File: config.mk
export PLATFORM = sky130hd
export DESIGN_NAME = spell_mem_arbiter
export DESIGN_NICKNAME = d
export VERILOG_FILES = /design/src/rtl/spell_mem_arbiter.sv
export SDC_FILE = /design/constraint.sdc
export NUM_CORES = 1
export LEC_CHECK = 0
export BUFFER_PORTS_ARGS = -buffer_cell sky130_fd_sc_hd__buf_4
export CAP_MARGIN = 20
export CORE_UTILIZATION = 42
export CTS_BUF_LIST = sky130_fd_sc_hd__clkbuf_16
export DETAILED_ROUTE_END_ITERATION = 16
export GPL_TIMING_DRIVEN = 0
export PLACE_DENSITY = 0.76
export SLEW_MARGIN = 20
export SYNTH_ARGS = -nofsm -noshare
export SYNTH_HDL_FRONTEND = slang
export SYNTH_SLANG_ARGS = --single-unit
File: constraint.sdc
create_clock -name clk -period 1.7 [get_ports clk]
set_input_delay 0.17 -clock clk [delete_from_list [all_inputs] [get_ports clk]]
set_output_delay 0.17 -clock clk [all_outputs]
set_load 0.005 [all_outputs]
File: src/rtl/spell_mem_arbiter.sv
// spell_mem_arbiter: round-robin cpu/debug access to spell_mem with mandatory release cycle and stall timeout
module spell_mem_arbiter #(
  parameter logic [7:0] TIMEOUT_CYCLES = 8'd255
) (
  input  logic       clk,
  input  logic       rst,
  input  logic       cpu_req,
  input  logic       cpu_type_data,
  input  logic [7:0] cpu_addr,
  input  logic       cpu_write,
  input  logic [7:0] cpu_wdata,
  input  logic       dbg_req,
  input  logic       dbg_type_data,
  input  logic [7:0] dbg_addr,
  input  logic       dbg_write,
  input  logic [7:0] dbg_wdata,
  output logic       cpu_done,
  output logic       dbg_done,
  output logic       cpu_err,
  output logic       dbg_err,
  output logic [7:0] rdata,
  output logic       busy,
  output logic       owner,
  output logic       mem_select,
  output logic       mem_type_data,
  output logic       mem_write,
  output logic [7:0] mem_addr,
  output logic [7:0] mem_data_in,
  input  logic [7:0] mem_data_out,
  input  logic       mem_data_ready
);
  typedef enum logic [1:0] {IDLE, ACCESS, RELEASE} state_t;
  state_t state, state_d;
  logic last_owner, pick_dbg, timeout, finish;
  logic [7:0] cnt;
  always_comb begin
    pick_dbg = dbg_req & (~cpu_req | ~last_owner);
    timeout = (TIMEOUT_CYCLES != 8'd0) && (cnt == TIMEOUT_CYCLES - 8'd1);
    finish = (state == ACCESS) && (mem_data_ready || timeout);
    state_d = state == IDLE ? ((cpu_req | dbg_req) ? ACCESS : IDLE) :
              state == ACCESS ? (finish ? RELEASE : ACCESS) : IDLE;
  end
  always_ff @(posedge clk)
    state <= rst ? IDLE : state_d;
  always_ff @(posedge clk) begin
    if (rst) begin
      {cpu_done, dbg_done, cpu_err, dbg_err, busy, owner} <= '0;
      {mem_select, mem_type_data, mem_write, mem_addr, mem_data_in} <= '0;
      rdata <= '0;
      cnt <= '0;
      last_owner <= 1'b1;
    end else begin
      {cpu_done, dbg_done, cpu_err, dbg_err} <= '0;
      busy <= state_d != IDLE;
      if (state == IDLE && (cpu_req | dbg_req)) begin
        owner <= pick_dbg;
        last_owner <= pick_dbg;
        mem_select <= 1'b1;
        mem_type_data <= pick_dbg ? dbg_type_data : cpu_type_data;
        mem_addr <= pick_dbg ? dbg_addr : cpu_addr;
        mem_write <= pick_dbg ? dbg_write : cpu_write;
        mem_data_in <= pick_dbg ? dbg_wdata : cpu_wdata;
        cnt <= '0;
      end else if (finish) begin
        mem_select <= 1'b0;
        mem_write <= 1'b0;
        rdata <= mem_data_ready ? mem_data_out : 8'h00;
        cpu_done <= ~owner;
        dbg_done <= owner;
        cpu_err <= ~owner & ~mem_data_ready;
        dbg_err <= owner & ~mem_data_ready;
      end else if (state == ACCESS) begin
        cnt <= (cnt == 8'hff) ? cnt : cnt + 8'd1;
      end
    end
  end
endmodule
; ---- Word-level counts from Yosys, hierarchy flattened
; Index checks and enable logic that the tools add are counted.
[word_totals]
regBits = 44
latch_bits = 0
ram_bits = 0
romBits = 0
in_bits = 49
output_inout_bits = 33
wordCells = 53
n_memories = 0
[op_classes]
addsub = 1
mul = 0
div = 0
n_lt_le_gt_ge = 0
n_eq_ne = 3
shifts = 0
mux = 12
bitwise_logic = 12
n_reduce_logical = 10
[op_table]
columns = cell, n
row1 = 2-to-1 mux 8 bit, 3
row2 = "== test 8 bit, second input constant", 2
row3 = "adder 8 x 1 -> 8 bit, second input constant", 1
row4 = inverter 1 bit, 7
row5 = 2-to-1 mux 1 bit, 6
row6 = 2-to-1 mux 2 bit, 3
row7 = nonzero test 2 bit, 2
row8 = bitwise AND 1 bit, 3
row9 = AND reduction 3 bit, 1
row10 = OR reduction 3 bit, 1
row11 = "== test 2 x 1 -> 1 bit, second input constant", 1
row12 = logical AND 1 bit, 2
row13 = logical NOT 2 bit, 1
row14 = bitwise OR 1 bit, 2
row15 = AND reduction 2 bit, 1
row16 = OR reduction 2 bit, 1
row17 = logical OR 1 bit, 1

; ---- Depth between registers and ports, before layout
[logic_depth]
ltp_word = 7
ltp_mapped = 7
ltp_nobuf = 7

; ---- Worst setup path after synthesis
; OpenSTA, ideal clock, no wires.
[synth_path]
path_kind = reg2reg
from = register cnt[0]
to = register cnt[5]
setup_time_ns = 0.071
t_arrival_ns = 1.604
t_required_ns = 1.629
setup_slack_ns = 0.026
stages_incl_launch_ff = 7
path_buffers = 0
period_less_slack_ns = 1.674
cell_sequence = dfxtp_1 -> inv_1 -> ha_1 -> o211ai_1 -> o21ai_2 -> or4_1 -> a21oi_1
[synth_via]
elab_chain_len = 5
word_cells_on_any_way = 8
classes_between = add/sub (1) / eq/ne (2) / bitwise (2) / reduce/logical (3)
[synth_lines]
columns = element, line
row1 = start: declaration, 35  ; logic [7:0] cnt;
row2 = start signal: assignment, 73  ; cnt <= (cnt == 8'hff) ? cnt : cnt + 8'd1;
row3 = branches (longest 5 deep; another with adder 8 x 1 -> 8 bit), -
; Parallel ways; which one is timed is not known.
; A chain may end at the register's enable or synchronous reset.

; ---- Final worst setup path
; Same ends and word-level chain as after synthesis.

==> results.cfg <==
[setup_path]
critPathTopFamily = simple AND/OR/NAND/NOR gates
crit_type = reg -> reg
path_max_fanout = 4
start_kind = flip-flop
crit_arrival_ns = 1.85
worstPathRequired_ns = 1.91
critPathBufInv = 1
worstPathCellList = inv_4 > ha_4 > o211ai_1 > o21ai_2 > or4_1 > a21oi_1
max_stage_delay_ns = 0.52
slowest_stage = or4_1
cp-end-kind = flip-flop

[clock_network]
cts_root_buffer = clkbuf_16
clk_path_buf_depth = 2
clock_sinks = 44
htreeDepth = 2
worst_skew_pair.late_latency_ns = 0.28
cts_buffers = 5
clk_pin_slew_worst_paths_ns = 0.06
cts-hold-fix-buffers = 0
cts_tree = yes

[power_and_ir_drop]
total_leakage_power_nw = 1.20
p_sw_share_pct = 22.7
clockPowerShare_pct = 39.3
combPwrFrac_pct = 17.2
peakVddDrop_mv = 0.526
p_per_area_nw_per_um2 = 984
power_frac_seq_pct = 43.5
totalPowerFinal_mw = 2.64
p_int_mw = 2.04
switchingPower_uw = 601

[grt]
grt_overflow = 0
grt_max_degree = 14
track_usage_pct = 19.8
grtUsageMet3_pct = 7.77
grt.busiest_layer = met2
antenna_found_initial = 0
grt_use_met1_pct = 23.1
grt_pass1_wl_um = 6720
grt_util_met2_pct = 31.4
grt_pass1_vias = 1583

[synthesis]
synth_top_family_by_area = compound AO/OA/AOI/OAI gates
synth_nets = 236
synth_mux_area_share_pct = 10.6
seq_area_frac_synth_pct = 48.6
synth_cells = 185
synth-warning-count = 0
synth_edf_count = 0
netlist_area_sq_um = 1810
ys_types = 42
synth_compound_area_share_pct = 19.5
synth-simple-area-share_pct = 14.0
synthAdderAreaFrac_pct = 1.38
syn_area_per_cell_sq_um = 9.80
synth_xor_area_share_pct = 1.93
ys_ff_latch = 44
synth_ff_type = dfxtp_1
synth-async-reset-ratio_pct = 0

[sta]
finalSetupViolations = 0
hold_violations = 0
skew_ns = 0.00354
worst-slew-pin-transition_ns = 0.435
slew_viol_final = 0
fmax_mhz = 610
final.period_utilization_pct = 96.5
relSlewSlack_pct = 70.5
finalCriticalPeriod_ns = 1.64

[cells_and_area]
instances_no_fill = 326
area_delta_synth_final_pct = 48.2
fin_nets = 326
fill_cells = 375
diodes = 0
layout-drive-gt1-share_pct = 37.7

[run]
drv_cap = 0

[placed_design]
placed_cells = 315
place_hpwl_um = 3200
portBuffers = 80
gp_congestion = 0.786

[detailed_routing]
wl_per_cell_um = 13.2
route.detailed.drc = 0
ant_nets = 0
via_per_inst = 5.16
first_pass_iters = 4
initialDrtViolationCount = 79
vias = 1683
wl_um = 4320

[floorplan]
rows = 23
die_height_um = 67.7
core-area_sq_um = 4090
die-area_sq_um = 4580
die_x_um = 67.7
io_pins = 82
start_util_pct = 44.4

[hold_path]
hold_class = in -> reg

[status]
status = finished clean
-- worst paths after layout --
| check | endpoint | slack [ns] | startpoint | depth (start not counted) |
|---|---|---|---|---|
| worst max-delay path | cnt[5]$_SDFFE_PP0P_ | 0.06 | cnt[0]$_SDFFE_PP0P_ | 6 |
| worst min-delay path | rdata[7]$_SDFFE_PP0P_ | 0.11 | mem_data_out[7] | 2 |
| worst max register to register | cnt[5]$_SDFFE_PP0P_ | 0.06 | cnt[0]$_SDFFE_PP0P_ | 6 |
| worst min register to register | last_owner$_SDFFE_PP1P_ | 0.47 | last_owner$_SDFFE_PP1P_ | 2 |
-- timing repair --
| action | in CTS | in global routing |
|---|---|---|
| setup buffers | 2 | 1 |
| pin swaps | 2 | 4 |
| resized for setup | 3 | 5 |
| setup endpoints to repair | 11 | 1 |
-- cell usage in the layout (no fill, tap or decap), types with 3 or more instances in the layout --
cell type and count:
dfxtp_1 43, a22o_1 9, nand2_1 9, nand3_1 3, buf_2 4, a211oi_1 17
mux2i_1 18, buf_4 84, clkbuf_16 5, nor2_1 24, inv_1 6, clkbuf_1 3
a21oi_1 7
-- metal layers --
layer	wire length [um]	share of wire [%]
met1	1910	44
met5	0	0
met2	2030	47
met3	310	7.2
met4	70	1.6
-- cells in the mapped netlist (2+ instances only) --
cell,count,area [sq um]
ha_1,2,25.0
nor2_1,24,90.1
and2_1,2,12.5
a211oi_1,17,128
mux2i_1,18,180
dfxtp_1,44,881
nand4_1,2,12.5
o211ai_1,2,15.0
xor2_1,2,17.5
a21oi_1,8,40.0
inv_1,7,26.3
o21ai_0,2,10.0
nand3_1,3,15.0
nand2_1,9,33.8
buf_1,2,7.51
xnor2_1,2,17.5
clkbuf_1,3,11.3
buf_2,4,20.0
a22o_1,9,78.8
-- cell type report --
type / instances / area [sq um] / area share (%)
Timing Repair Buffer: 83 / 623 / 23.2
Multi-Input combinational cell: 124 / 878 / 32.7
Tap cell: 50 / 62.6 / 2.33
Clock inverter: 3 / 37.5 / 1.40
Clock buffer: 5 / 125 / 4.66
Inverter: 7 / 28.8 / 1.07
Sequential cell: 44 / 885 / 32.9
Buffer: 10 / 46.3 / 1.72
-- sequential cells by signal, indices dropped and copies added, names as in the netlist --
signal / cells
dbg_done: 1
mem_data_in: 8
busy: 1
rdata: 8
state: 2
dbg_err: 1
cpu_err: 1
mem_type_data: 1
last_owner: 1
mem_addr: 8
cpu_done: 1
cnt: 8
mem_write: 1
mem_select: 1
owner: 1
-- stage by stage --
step	hold WS (ns)	TNS, ns	area, sq um	utilization [%]	setup WS (ns)
3_3_place_gp	0.380	-0.313	2480	60.6	-0.0914
3_5_place_dp	0.389	-0.455	2480	60.6	-0.124
4_1_cts	0.102	0	2660	65.1	0.0374
5_1_grt	0.105	-0.00251	2690	65.7	-0.00251
6_report	0.107	0	2690	65.7	0.0600
2_1_floorplan	0.246	0	1810	-	0.0256
-- cells by family (layout without fill, tap and decap cells) --
logic type	after synthesis	in the layout
simple gates	51	51
fa+ha+maj	2	2
flops	44	44
buf+inv	17	108
mux	19	19
xor+xnor	4	4
compound gates	48	48
-- power by group through the flow --
stage	clock network, mW	logic [mW]	registers, mW
2_1_floorplan	0	0.206	1.17
3_3_place_gp	0	0.442	1.17
3_5_place_dp	0	0.450	1.17
4_1_cts	1.06	0.455	1.15
5_1_grt	1.10	0.499	1.16
6_report	1.04	0.454	1.15
Note: power is estimated with default switching activity, not from simulation.
